`config.mk`:
```
export PLATFORM = sky130hd
export DESIGN_NAME = cordic_sum_sequencer
export DESIGN_NICKNAME = d
export VERILOG_FILES = /design/src/rtl/cordic_sum_sequencer.sv
export SDC_FILE = /design/constraint.sdc
export NUM_CORES = 1
export LEC_CHECK = 0
export CORE_ASPECT_RATIO = 1.4
export CORE_MARGIN = 2
export CORE_UTILIZATION = 47
export CTS_CLUSTER_DIAMETER = 50
export DETAILED_ROUTE_END_ITERATION = 7
export PLACE_DENSITY = 0.85
export SLEW_MARGIN = 20
export SYNTH_ARGS = -nofsm -noshare
export SYNTH_HDL_FRONTEND = slang
export SYNTH_SLANG_ARGS = --single-unit
```
`constraint.sdc`:
```
create_clock -name clk -period 4.5 [get_ports clk]
set_input_delay 0.9 -clock clk [delete_from_list [all_inputs] [get_ports clk]]
set_output_delay 0.9 -clock clk [all_outputs]
set_load 0.005 [all_outputs]
```
`src/rtl/cordic_sum_sequencer.sv`:
```
// Start/done initiator for the CORDIC+adder unit: issues one instruction per operand and chains each result into the next datab.
// Optional WAIT-state watchdog enabled with `define CI_TIMEOUT_EN.
module cordic_sum_sequencer #(
  parameter logic [31:0] INIT_SUM       = 32'h0000_0000,
  parameter int          TIMEOUT_CYCLES = 255,
  parameter int          CNT_W          = 16
) (
  input  logic             clk,
  input  logic             reset_n,
  input  logic             in_valid,
  input  logic [31:0]      in_data,
  input  logic             in_last,
  output logic             in_ready,
  output logic             ci_start,
  output logic [31:0]      ci_dataa,
  output logic [31:0]      ci_datab,
  input  logic [31:0]      ci_result,
  input  logic             ci_done,
  output logic             sum_valid,
  output logic [31:0]      sum_data,
  output logic [CNT_W-1:0] elem_count,
  output logic             busy,
  output logic             err
);

  localparam int DATA_W = 32;

  typedef enum logic [1:0] {S_IDLE, S_ISSUE, S_WAIT, S_FINISH} state_t;

  state_t            state, state_nxt;
  logic [DATA_W-1:0] x_q;
  logic [DATA_W-1:0] sum_q;
  logic [DATA_W-1:0] sum_out_q;
  logic              last_q;
  logic [CNT_W-1:0]  cnt_q;
  logic              timeout;

  function automatic logic [CNT_W-1:0] sat_inc(input logic [CNT_W-1:0] v);
    return (&v) ? v : v + {{(CNT_W-1){1'b0}}, 1'b1};
  endfunction

`ifdef CI_TIMEOUT_EN
  localparam int WD_W = $clog2(TIMEOUT_CYCLES + 1);

  logic [WD_W-1:0] wd_q;
  logic            err_q;

  assign timeout = (state == S_WAIT) && !ci_done && (wd_q == WD_W'(TIMEOUT_CYCLES - 1));

  always_ff @(posedge clk or negedge reset_n) begin
    if (!reset_n) begin
      wd_q  <= '0;
      err_q <= 1'b0;
    end else begin
      if (state == S_ISSUE)
        wd_q <= '0;
      else if (state == S_WAIT && !ci_done && !timeout)
        wd_q <= wd_q + {{(WD_W-1){1'b0}}, 1'b1};
      if (timeout)
        err_q <= 1'b1;
    end
  end

  assign err = err_q;
`else
  assign timeout = 1'b0;
  assign err     = 1'b0;
`endif

  always_ff @(posedge clk or negedge reset_n) begin
    if (!reset_n) begin
      state     <= S_IDLE;
      x_q       <= '0;
      last_q    <= 1'b0;
      sum_q     <= INIT_SUM;
      cnt_q     <= '0;
      sum_out_q <= '0;
    end else begin
      state <= state_nxt;
      case (state)
        S_IDLE: begin
          if (in_valid) begin
            x_q    <= in_data;
            last_q <= in_last;
          end
        end
        S_WAIT: begin
          if (ci_done) begin
            sum_q <= ci_result;
            cnt_q <= sat_inc(cnt_q);
            if (last_q)
              sum_out_q <= ci_result;
          end else if (timeout) begin
            // Watchdog abort reports the last sum the slave actually returned
            sum_out_q <= sum_q;
          end
        end
        S_FINISH: begin
          sum_q <= INIT_SUM;
          cnt_q <= '0;
        end
        default: ;
      endcase
    end
  end

  always_comb begin
    state_nxt = state;
    case (state)
      S_IDLE:   if (in_valid) state_nxt = S_ISSUE;
      S_ISSUE:  state_nxt = S_WAIT;
      S_WAIT: begin
        if (ci_done)      state_nxt = last_q ? S_FINISH : S_IDLE;
        else if (timeout) state_nxt = S_FINISH;
      end
      S_FINISH: state_nxt = S_IDLE;
      default:  state_nxt = S_IDLE;
    endcase
  end

  assign in_ready   = (state == S_IDLE);
  assign ci_start   = (state == S_ISSUE);
  assign ci_dataa   = x_q;
  assign ci_datab   = sum_q;
  assign sum_valid  = (state == S_FINISH);
  assign sum_data   = sum_out_q;
  assign elem_count = cnt_q;
  assign busy       = (state != S_IDLE);

endmodule

```
# Word-level counts from Yosys, hierarchy flattened
# Index checks and enable logic that the tools add are counted.
[totals]
ff_bits = 115
inputBits = 69
out_inout_bits = 117
word_cells = 31
[classes]
n_addsub = 1
n_eq_ne = 6
mux = 9
n_reduce_logical = 9
[op_table]
columns = ["cell", "count"]
rows = [
  ["32-bit one-hot mux with 2 select lines", 1],
  ["16-bit two-way mux", 2],
  ["32-bit two-way mux", 1],
  ["16-bit one-hot mux with 2 select lines", 1],
  ["16-bit by 1-bit adder with 16-bit output, second input constant", 1],
  ["16-bit AND reduction", 1],
  ["2-bit one-hot mux with 4 select lines", 1],
  ["2-bit two-way mux", 3],
  ["2-bit != test, second input constant", 3],
  ["2-bit AND reduction", 3],
  ["3-bit AND reduction", 2],
  ["2-bit equality test, second input constant", 2],
  ["2-bit nonzero test", 2],
  ["2-bit by 1-bit equality test with 1-bit output, second input constant", 1],
  ["2-bit logical NOT", 1],
]

# Longest topological paths before layout
# Gate-level depths: netlist (run 1).
[logic_depth]
depth_word = 4
depth_mapped = 6
mapped_depth_nobuf = 5

# Worst setup path before layout (run 1)
# No wires, ideal clock.
[synth_timing]
path_type = "input-to-reg"
startpoint = "in ci_done"
endpoint = "reg cnt_q[7] (netlist: elem_count[7])"
setup_time_ns = 0.142
arrival_ns = 1.798
required_time_ns = 4.358
slack_ns = 2.561
path_stages = 5
n_path_buf = 1
path_cell_list = "buf_2 > inv_1 > nor4_1 > mux2i_1 > o221ai_1"
[synth_between]
elab_chain_cells = 2
[synth_lines]
columns = ["element", "line_no", "rtl"]
rows = [
  ["from (decl)", "18", "input logic ci_done,"],
  ["2-bit != test (no source line)", "-", ""],
  ["3-bit AND reduction (no source line)", "-", ""],
  ["to (signal assigned)", "90", "cnt_q <= sat_inc(cnt_q);"],
  ["to (decl)", "35", "logic [CNT_W-1:0] cnt_q;"],
]
# No other way between the ends.
# A chain may end at the register's enable or synchronous reset.

# Worst setup path after layout (run 1)
[layout_timing]
startpoint = "reg state[0]"
endpoint = "out ci_start"
[layout_between]
elab_chain_cells = 1
[layout_lines]
columns = ["element", "line_no", "rtl"]
rows = [
  ["from (decl)", "30", "state_t state, state_nxt;"],
  ["from (signal assigned)", "79", "state <= state_nxt;"],
  ["2-bit by 1-bit equality test with 1-bit output", "122", "assign ci_start = (state == S_ISSUE);"],
  ["to (decl)", "14", "output logic ci_start,"],
]
# No other way between the ends.

==> results of run 1 <==
## metrics by stage
| stage | instances | power (W) | util |
|---|---|---|---|
| 2_1_floorplan | 348 | 0.00256 | - |
| 3_3_place_gp | 652 | 0.00369 | 0.676 |
| 3_5_place_dp | 652 | 0.00376 | 0.676 |
| 4_1_cts | 683 | 0.00501 | 0.732 |
| 5_1_grt | 683 | 0.00525 | 0.732 |
| 6_report | 683 | 0.00495 | 0.732 |
## flip-flops by register name, summed over array words and instances (netlist names)
| name | flops |
|---|---|
| ci_dataa | 32 |
| ci_datab | 32 |
| sum_data | 32 |
| elem_count | 16 |
| last_q | 1 |
| state | 2 |
## cell families (layout without fill, tap and decap cells)
kind of cell	after synthesis	count (layout)	synth area share
flip-flops	115	115	0.612
other	1	1	0.000798
adder cells (fa/ha/maj)	1	1	0.00266
AO/OA/AOI/OAI	67	67	0.111
AND/OR/NAND/NOR	61	61	0.0777
multiplexers	68	68	0.162
buffers and inverters	35	235	0.0335
## area by class of cell
type	instances	area [um^2]	area share
Tap cell	135	169	0.0234
Inverter	15	56.3	0.00781
Timing Repair Buffer	189	1880	0.260
Sequential cell	115	2880	0.399
Clock inverter	4	20.0	0.00278
Clock buffer	27	533	0.0740
Multi-Input combinational cell	198	1670	0.232
## where the power goes
| part | internal [W] | switching (W) | leakage, nW |
|---|---|---|---|
| Clock | 0.000798 | 0.000419 | 0.279 |
| Sequential | 0.00149 | 0.000344 | 1.41 |
| Combinational | 0.00127 | 0.000636 | 1.38 |
| Total | 0.00355 | 0.00140 | 3.07 |
## worst reg2reg max path, cell delays in order (launching register included)
cell	delay, ns
dfrtp_1	0.60
nor2_1	0.29
and2_1	0.32
buf_4	0.39
mux2_2	0.40
## worst paths after layout
kind / endpoint / startpoint
min: ci_datab[24]$_DFFE_PN0P_ / ci_datab[24]$_DFFE_PN0P_
min reg2reg: ci_datab[24]$_DFFE_PN0P_ / ci_datab[24]$_DFFE_PN0P_
max: ci_start / state[0]$_DFFE_PN0P_
max in group asynchronous: sum_data[6]$_DFFE_PN0P_ / reset_n
max reg2reg: ci_dataa[31]$_DFFE_PN0P_ / state[1]$_DFFE_PN0P_
min in group asynchronous: ci_dataa[25]$_DFFE_PN0P_ / reset_n
## layer usage
metal / vias up / part of all wire
met3: 12 / 0.093
met1: 1762 / 0.38
met2: 172 / 0.52
li1: 1649 / -
met5: - / 0
met4: 0 / 0.011
## cell usage after synthesis (3+ instances only)
library cell	count
a21oi_1	7
a22o_1	32
a31oi_1	6
and2_1	3
buf_1	3
buf_2	8
buf_4	4
clkbuf_1	4
dfrtp_1	115
inv_1	15
mux2_2	65
mux2i_1	3
nand2_1	12
nand3_1	8
nand4_1	4
nor2_1	8
nor3_1	3
nor4_1	5
o21ai_0	3
o22ai_1	3
==> flow_summary.json, run 1 <==
{
  "cts_hold_buf": 0,
  "die_h_um": 122,
  "max_freq_mhz": 349,
  "grt.overflow.total": 0,
  "place_congestion": 0.872,
  "htreeDepth": 4,
  "cp_num_buf_inv": 2,
  "synthFlopType": "dfrtp_1",
  "diodes": 0,
  "crit_path_max_incr_delay_ns": 0.65,
  "dpl.hpwl_um": 8300,
  "top_usage_layer": "met2",
  "synth_fp_nets": 418,
  "yosys.area.top_type_share": 0.612,
  "worstSkewPairLatency_ns": 0.40,
  "grt_use_met2": 0.375,
  "endpoint_kind": "primary output",
  "maxCapViolCount": 0,
  "drive_gt1_frac": 0.199,
  "yosys_warnings": 0,
  "cp_num_cells": 3,
  "p_per_area_nw_per_um2": 688,
  "p_leak_nw": 3.07,
  "fillerInstances": 671,
  "detailedPlace.worstSlack_ns": 1.67,
  "holdPathStages": 1,
  "wl_per_cell_um": 17.2,
  "start_util": 0.477,
  "io_buffers": 184,
  "path_max_fanout": 14,
  "post_cts_buffers": 0,
  "cts.clk_slew.worst_paths_ns": 0.05,
  "synth_cell_types": 49,
  "synth_seq_cells": 115,
  "finClkSkew_ns": 0.00575,
  "core_um2": 9850,
  "drt-vias-per-instance": 5.26,
  "layout_common_cells": "clkdlybuf4s50_1 (183), dfrtp_1 (115), mux2_2 (65)",
  "hold_ws_ns": 0.501,
  "max-slew-margin-rel": 0.337,
  "drtAntennaViolNets": 0,
  "cts_tree": "yes",
  "mostFrequentLayoutCell": "clkdlybuf4s50_1",
  "die_w_um": 88.5,
  "nNetsFinal": 606,
  "drt-pass1-iter-count": 4,
  "num_vias": 3595,
  "place_area_um2": 6650,
  "report.final.slew_viol_count": 0,
  "rr_worst_depth": 4,
  "synth_top_cell_by_area": "dfrtp_1",
  "wl_um": 11700,
  "numCtsBuffers": 17,
  "pin_count": 186,
  "hp-class": "reg2reg",
  "finalSetupViolations": 0,
  "ir_worst_vdd_mv": 0.397,
  "grt_start_max_net_pins": 52,
  "rrSetupSlack_ns": 2.39,
  "ys_top_cells_by_area": "dfrtp_1 (61%), mux2_2 (16%), a22o_1 (6.0%)",
  "cp_top_family": "buffers and inverters",
  "ctsResizeCount": 0,
  "fin_crit_sh": 0.637,
  "slowest_stage": "dfrtp_1",
  "drc_errors": 0,
  "final-hold-violation-count": 0,
  "setup-tns-final_ns": 0,
  "grt_pass1_wl_um": 17900,
  "syn_area_per_cell_um2": 13.5,
  "grt_pass1_vias": 3667,
  "first_iter_violations": 249,
  "setup_ws_ns": 1.63,
  "area_growth_pct": 53.3,
  "root_buffer": "clkbuf_16",
  "start_kind": "register",
  "rsz0062_at_grt": "no",
  "rows": 43,
  "arrival_ns": 1.97,
  "worstMarginPinSlew_ns": 0.991,
  "grtUsageMet1": 0.241,
  "stdcell_area_um2": 7210,
  "seq_area_frac_synth": 0.612,
  "fp.dieArea_um2": 10800,
  "antenna_found_initial": 0,
  "fin_crit_ns": 2.87,
  "status": "completed",
  "cts_buffer_depth": 2,
  "cts.sinks": 115,
  "grt.total_usage": 0.220,
  "worstSetupPathType": "reg2out",
  "async_reset_ff_frac": 1.00,
  "syn-cell-area_um2": 4700,
  "synth_edf_count": 0,
  "grt_use_met3": 0.0854,
  "syn_inst": 348,
  "required_ns": 3.60,
  "worstPathCellList": "inv_1, nor2_1, clkdlybuf4s50_1"
}
No activity file was read; power rests on OpenSTA's default activity.
==> inputs of run 2 (changes only) <==
CORE_UTILIZATION = 44   (was 47)
PLACE_DENSITY = 0.8   (was 0.85)
clock period = 2.97 ns   (was 4.5 ns; I/O delays follow)
==> run 2 against run 1 <==
Register-to-register slack worse by 1.4 ns. Clock skew up 0.0038 ns. Count of clock-buffer cells in the layout down 5. Via count up 1.7%. Largest power group unchanged. Clock power up 80%. Final cell count up 0.73%. Sequential share of layout area down 0.72 points. Highest routed layer unchanged. Flip-flop and latch count unchanged.
==> flow_summary.json, run 2 (synthesis results as in run 1) <==
{
  "worstSkewPairLatency_ns": 0.40,
  "area_growth_pct": 56.1,
  "post_cts_buffers": 0,
  "setup-tns-final_ns": 0,
  "grt_pass1_vias": 3841,
  "root_buffer": "clkbuf_16",
  "cts.sinks": 115,
  "endpoint_kind": "primary output",
  "hp-class": "in2async",
  "ir_worst_vdd_mv": 0.532,
  "worstPathCellList": "inv_1, nor2_1, clkdlybuf4s50_1",
  "setup_ws_ns": 0.425,
  "p_leak_nw": 3.11,
  "pin_count": 186,
  "ctsResizeCount": 0,
  "slowest_stage": "dfrtp_1",
  "grt_pass1_wl_um": 19500,
  "drtAntennaViolNets": 0,
  "startpoint": "state[0]$_DFFE_PN0P_",
  "wl_um": 12200,
  "status": "completed",
  "place_congestion": 0.842,
  "numCtsBuffers": 17,
  "worstMarginPinSlew_ns": 0.592,
  "total_power_w": 0.00791,
  "rows": 44,
  "htreeDepth": 4,
  "layout_common_cells": "clkdlybuf4s50_1 (183), dfrtp_1 (115), mux2_2 (65)",
  "grt.overflow.total": 0,
  "grt.total_usage": 0.218,
  "start_util": 0.452,
  "hold_ws_ns": 0.129,
  "antenna_found_initial": 0,
  "grt_start_max_net_pins": 57,
  "required_ns": 2.38,
  "drc_errors": 0,
  "start_kind": "register",
  "fin_crit_ns": 2.55,
  "rsz0062_at_grt": "no",
  "final-hold-violation-count": 0,
  "place_area_um2": 6700,
  "r2r_start": "elem_count[0]$_DFFE_PN0P_",
  "arrival_ns": 1.95,
  "fin_crit_sh": 0.857,
  "drt-pass1-iter-count": 5,
  "cts_hold_buf": 0,
  "stdcell_area_um2": 7340,
  "core_um2": 10400,
  "max-slew-margin-rel": 0.605,
  "maxCapViolCount": 0,
  "p_per_area_nw_per_um2": 1080,
  "max_freq_mhz": 393,
  "first_iter_violations": 230,
  "fp.dieArea_um2": 11500,
  "drt-vias-per-instance": 5.32,
  "io_buffers": 184,
  "path_max_fanout": 14,
  "diodes": 0,
  "num_vias": 3657,
  "dpl.hpwl_um": 8610,
  "finalSetupViolations": 0,
  "rrSetupSlack_ns": 0.96,
  "report.final.slew_viol_count": 0,
  "fillerInstances": 725,
  "mostFrequentLayoutCell": "clkdlybuf4s50_1",
  "die_w_um": 91.4,
  "timing.rr.end": "elem_count[8]$_DFFE_PN0P_",
  "worstSetupPathType": "reg2out",
  "detailedPlace.worstSlack_ns": 0.645,
  "cts_tree": "yes",
  "drive_gt1_frac": 0.202,
  "cts.clk_slew.worst_paths_ns": 0.05,
  "wl_per_cell_um": 17.7,
  "die_h_um": 126,
  "cts_buffer_depth": 2,
  "finClkSkew_ns": 0.00953,
  "nNetsFinal": 608,
  "rr_worst_depth": 5,
  "crit_path_max_incr_delay_ns": 0.68
}
## run 2: power by group
part           switching (W)  internal, W
clock               0.000670      0.00153
combinational       0.000974      0.00194
sequential          0.000540      0.00226
## run 2: final cells by class
| class | count | area (um^2) | share of cell area |
|---|---|---|---|
| Sequential cell | 115 | 2880 | 0.392 |
| Clock buffer | 22 | 464 | 0.0633 |
| Multi-Input combinational cell | 198 | 1670 | 0.228 |
| Timing Repair Buffer | 191 | 1920 | 0.261 |
| Inverter | 15 | 56.3 | 0.00767 |
| Tap cell | 138 | 173 | 0.0235 |
| Clock inverter | 9 | 178 | 0.0242 |
## run 2: routing by layer
metal,vias up,track usage,share of wire
met5,-,0,0
met3,21,0.0849,0.077
met4,0,0.0873,0.020
li1,1669,-,-
met2,163,0.361,0.52
met1,1804,0.255,0.39
## run 2: worst max-delay path by stage
stage / endpoint / slack (ns) / depth (start not counted)
finish: ci_start / 0.42 / 3
global route: ci_start / 0.33 / 3
CTS: ci_start / 0.42 / 3
detailed placement: sum_data[30]$_DFFE_PN0P_ / 0.65 / 6
global placement: sum_data[10]$_DFFE_PN0P_ / 0.64 / 6
floorplan: elem_count[12]$_DFFE_PN0P_ / 1.23 / 5
## run 2: metrics by stage
step,instances,util
2_1_floorplan,348,-
3_3_place_gp,657,0.644
6_report,688,0.705
3_5_place_dp,657,0.644
5_1_grt,688,0.705
4_1_cts,688,0.705
## run 2: critical path: cells and delay by family (launching register included)
family        cells  cell delay [ns]
flops             1             0.68
simple gates      1             0.18
buf+inv           2             0.69
==> inputs of run 3 (changes only) <==
CORE_MARGIN = 8   (was 2)
clock period = 2.35 ns   (was 2.97 ns; I/O delays follow)
==> run 3 against run 2 <==
Highest routed layer unchanged. Critical path depth shrank 1. Total power grew 25%. Final cell count grew 0.29%. Largest cell class unchanged. Non-clock buffer count grew 4. Count of clock-buffer cells in the layout grew 2.
==> flow_summary.json, run 3 (synthesis results as in run 1) <==
{
  "status": "completed",
  "grt_pass1_vias": 3942,
  "num_vias": 3607,
  "drt-vias-per-instance": 5.23,
  "wl_um": 13000,
  "cts.clk_slew.worst_paths_ns": 0.05,
  "die_w_um": 103,
  "p_int_w": 0.00711,
  "wl_per_cell_um": 18.8,
  "cts.sinks": 115,
  "rows": 44,
  "max_freq_mhz": 450,
  "max-slew-margin-rel": 0.645,
  "ir_worst_vdd_mv": 0.969,
  "cts_buffer_depth": 2,
  "fin_crit_ns": 2.22,
  "pwr-share-clk": 0.260,
  "rrSetupSlack_ns": 0.34,
  "slowest_stage": "clkdlybuf4s50_1",
  "nNetsFinal": 612,
  "endpoint_kind": "primary output",
  "worstMarginPinSlew_ns": 0.533,
  "sw_frac_of_total": 0.278,
  "power_switching_w": 0.00274,
  "p_leak_nw": 3.13,
  "crit_path_max_incr_delay_ns": 0.55,
  "die_h_um": 138,
  "worstPathCellList": "nor2_1, clkdlybuf4s50_1",
  "cts_tree": "yes",
  "combPwrFrac": 0.389,
  "first_iter_violations": 169,
  "hp-class": "in2async",
  "core_um2": 10400,
  "start_kind": "register",
  "required_ns": 1.88,
  "maxCapViolCount": 0,
  "numCtsBuffers": 17,
  "grt.total_usage": 0.186,
  "seq_power_share": 0.351,
  "rsz0062_at_grt": "no",
  "place_area_um2": 6740,
  "startpoint": "state[1]$_DFFE_PN0P_",
  "area_growth_pct": 55.9,
  "fillerInstances": 740,
  "root_buffer": "clkbuf_16",
  "layout_common_cells": "clkdlybuf4s50_1 (183), dfrtp_1 (115), mux2_2 (65)",
  "fin_crit_sh": 0.946,
  "drt-pass1-iter-count": 4,
  "fp.dieArea_um2": 14300,
  "worstSkewPairLatency_ns": 0.40,
  "post_cts_buffers": 0,
  "ctsResizeCount": 0,
  "r2r_start": "elem_count[1]$_DFFE_PN0P_",
  "total_power_w": 0.00984,
  "finClkSkew_ns": 0.00852,
  "setup-tns-final_ns": 0,
  "pin_count": 186,
  "stdcell_area_um2": 7330,
  "mostFrequentLayoutCell": "clkdlybuf4s50_1",
  "htreeDepth": 4,
  "grt_pass1_wl_um": 20500,
  "finalSetupViolations": 0,
  "grt.overflow.total": 0,
  "p_per_area_nw_per_um2": 1340,
  "io_buffers": 184,
  "dpl.hpwl_um": 9490,
  "worstSetupPathType": "reg2out",
  "diodes": 0,
  "arrival_ns": 1.75,
  "place_congestion": 0.860,
  "cts_hold_buf": 0,
  "antenna_found_initial": 0,
  "drive_gt1_frac": 0.205,
  "drc_errors": 0,
  "grt_start_max_net_pins": 52,
  "drtAntennaViolNets": 0,
  "report.final.slew_viol_count": 0,
  "start_util": 0.452,
  "final-hold-violation-count": 0,
  "path_max_fanout": 11
}
[run 3: changes by cell type in the layout (fill, tap and decap cells not counted), sizes merged]
cell      before  now
buf            8   12
bufinv         5    3
clkbuf        22   24
clkinv         1    2
clkinvlp       3    0
[run 3: layout make-up]
| type | instances | area (um^2) | share of cell area |
|---|---|---|---|
| Multi-Input combinational cell | 198 | 1670 | 0.228 |
| Sequential cell | 115 | 2880 | 0.393 |
| Inverter | 15 | 56.3 | 0.00768 |
| Timing Repair Buffer | 195 | 1960 | 0.267 |
| Tap cell | 138 | 173 | 0.0236 |
| Clock buffer | 24 | 492 | 0.0671 |
| Clock inverter | 5 | 100 | 0.0137 |
[run 3: per-layer routing]
layer	vias to the layer above	share of wire	global-route usage
li1	1664	-	-
met1	1757	0.38	0.200
met2	164	0.51	0.313
met3	22	0.092	0.0698
met4	0	0.020	0.0834
met5	-	0	0
[run 3: final timing paths]
path,endpoint,cells after the start
max in group asynchronous,ci_datab[16]$_DFFE_PN0P_,2
setup reg to reg,elem_count[5]$_DFFE_PN0P_,5
hold / removal,ci_dataa[23]$_DFFE_PN0P_,1
setup / recovery,in_ready,2
min in group clk,state[0]$_DFFE_PN0P_,1
hold reg to reg,state[0]$_DFFE_PN0P_,1
[run 3: per-stage QoR]
step	hold slack, ns	util	setup WS, ns	std cells
floorplan	0.174	-	0.612	348
global placement	0.471	0.648	0.232	661
detailed placement	0.478	0.648	0.200	661
CTS	0.0530	0.705	0.0952	690
global route	0.0837	0.705	0.0805	690
finish	0.0506	0.705	0.127	690
[run 3: worst max-delay path, delay by kind of cell, from the launching register on]
kind	cells	cell delay [ns]
and+or+nand+nor	1	0.28
buffers and inverters	1	0.55
DFF	1	0.53
[run 3: power by group through the flow]
stage                     logic (W)  registers [W]  clock network [W]
final                       0.00383        0.00345            0.00256
after global routing        0.00412        0.00357            0.00271
after CTS                   0.00391        0.00346            0.00262
after detailed placement    0.00389        0.00347                  0
after global placement      0.00381        0.00344                  0
after floorplan             0.00148        0.00343                  0
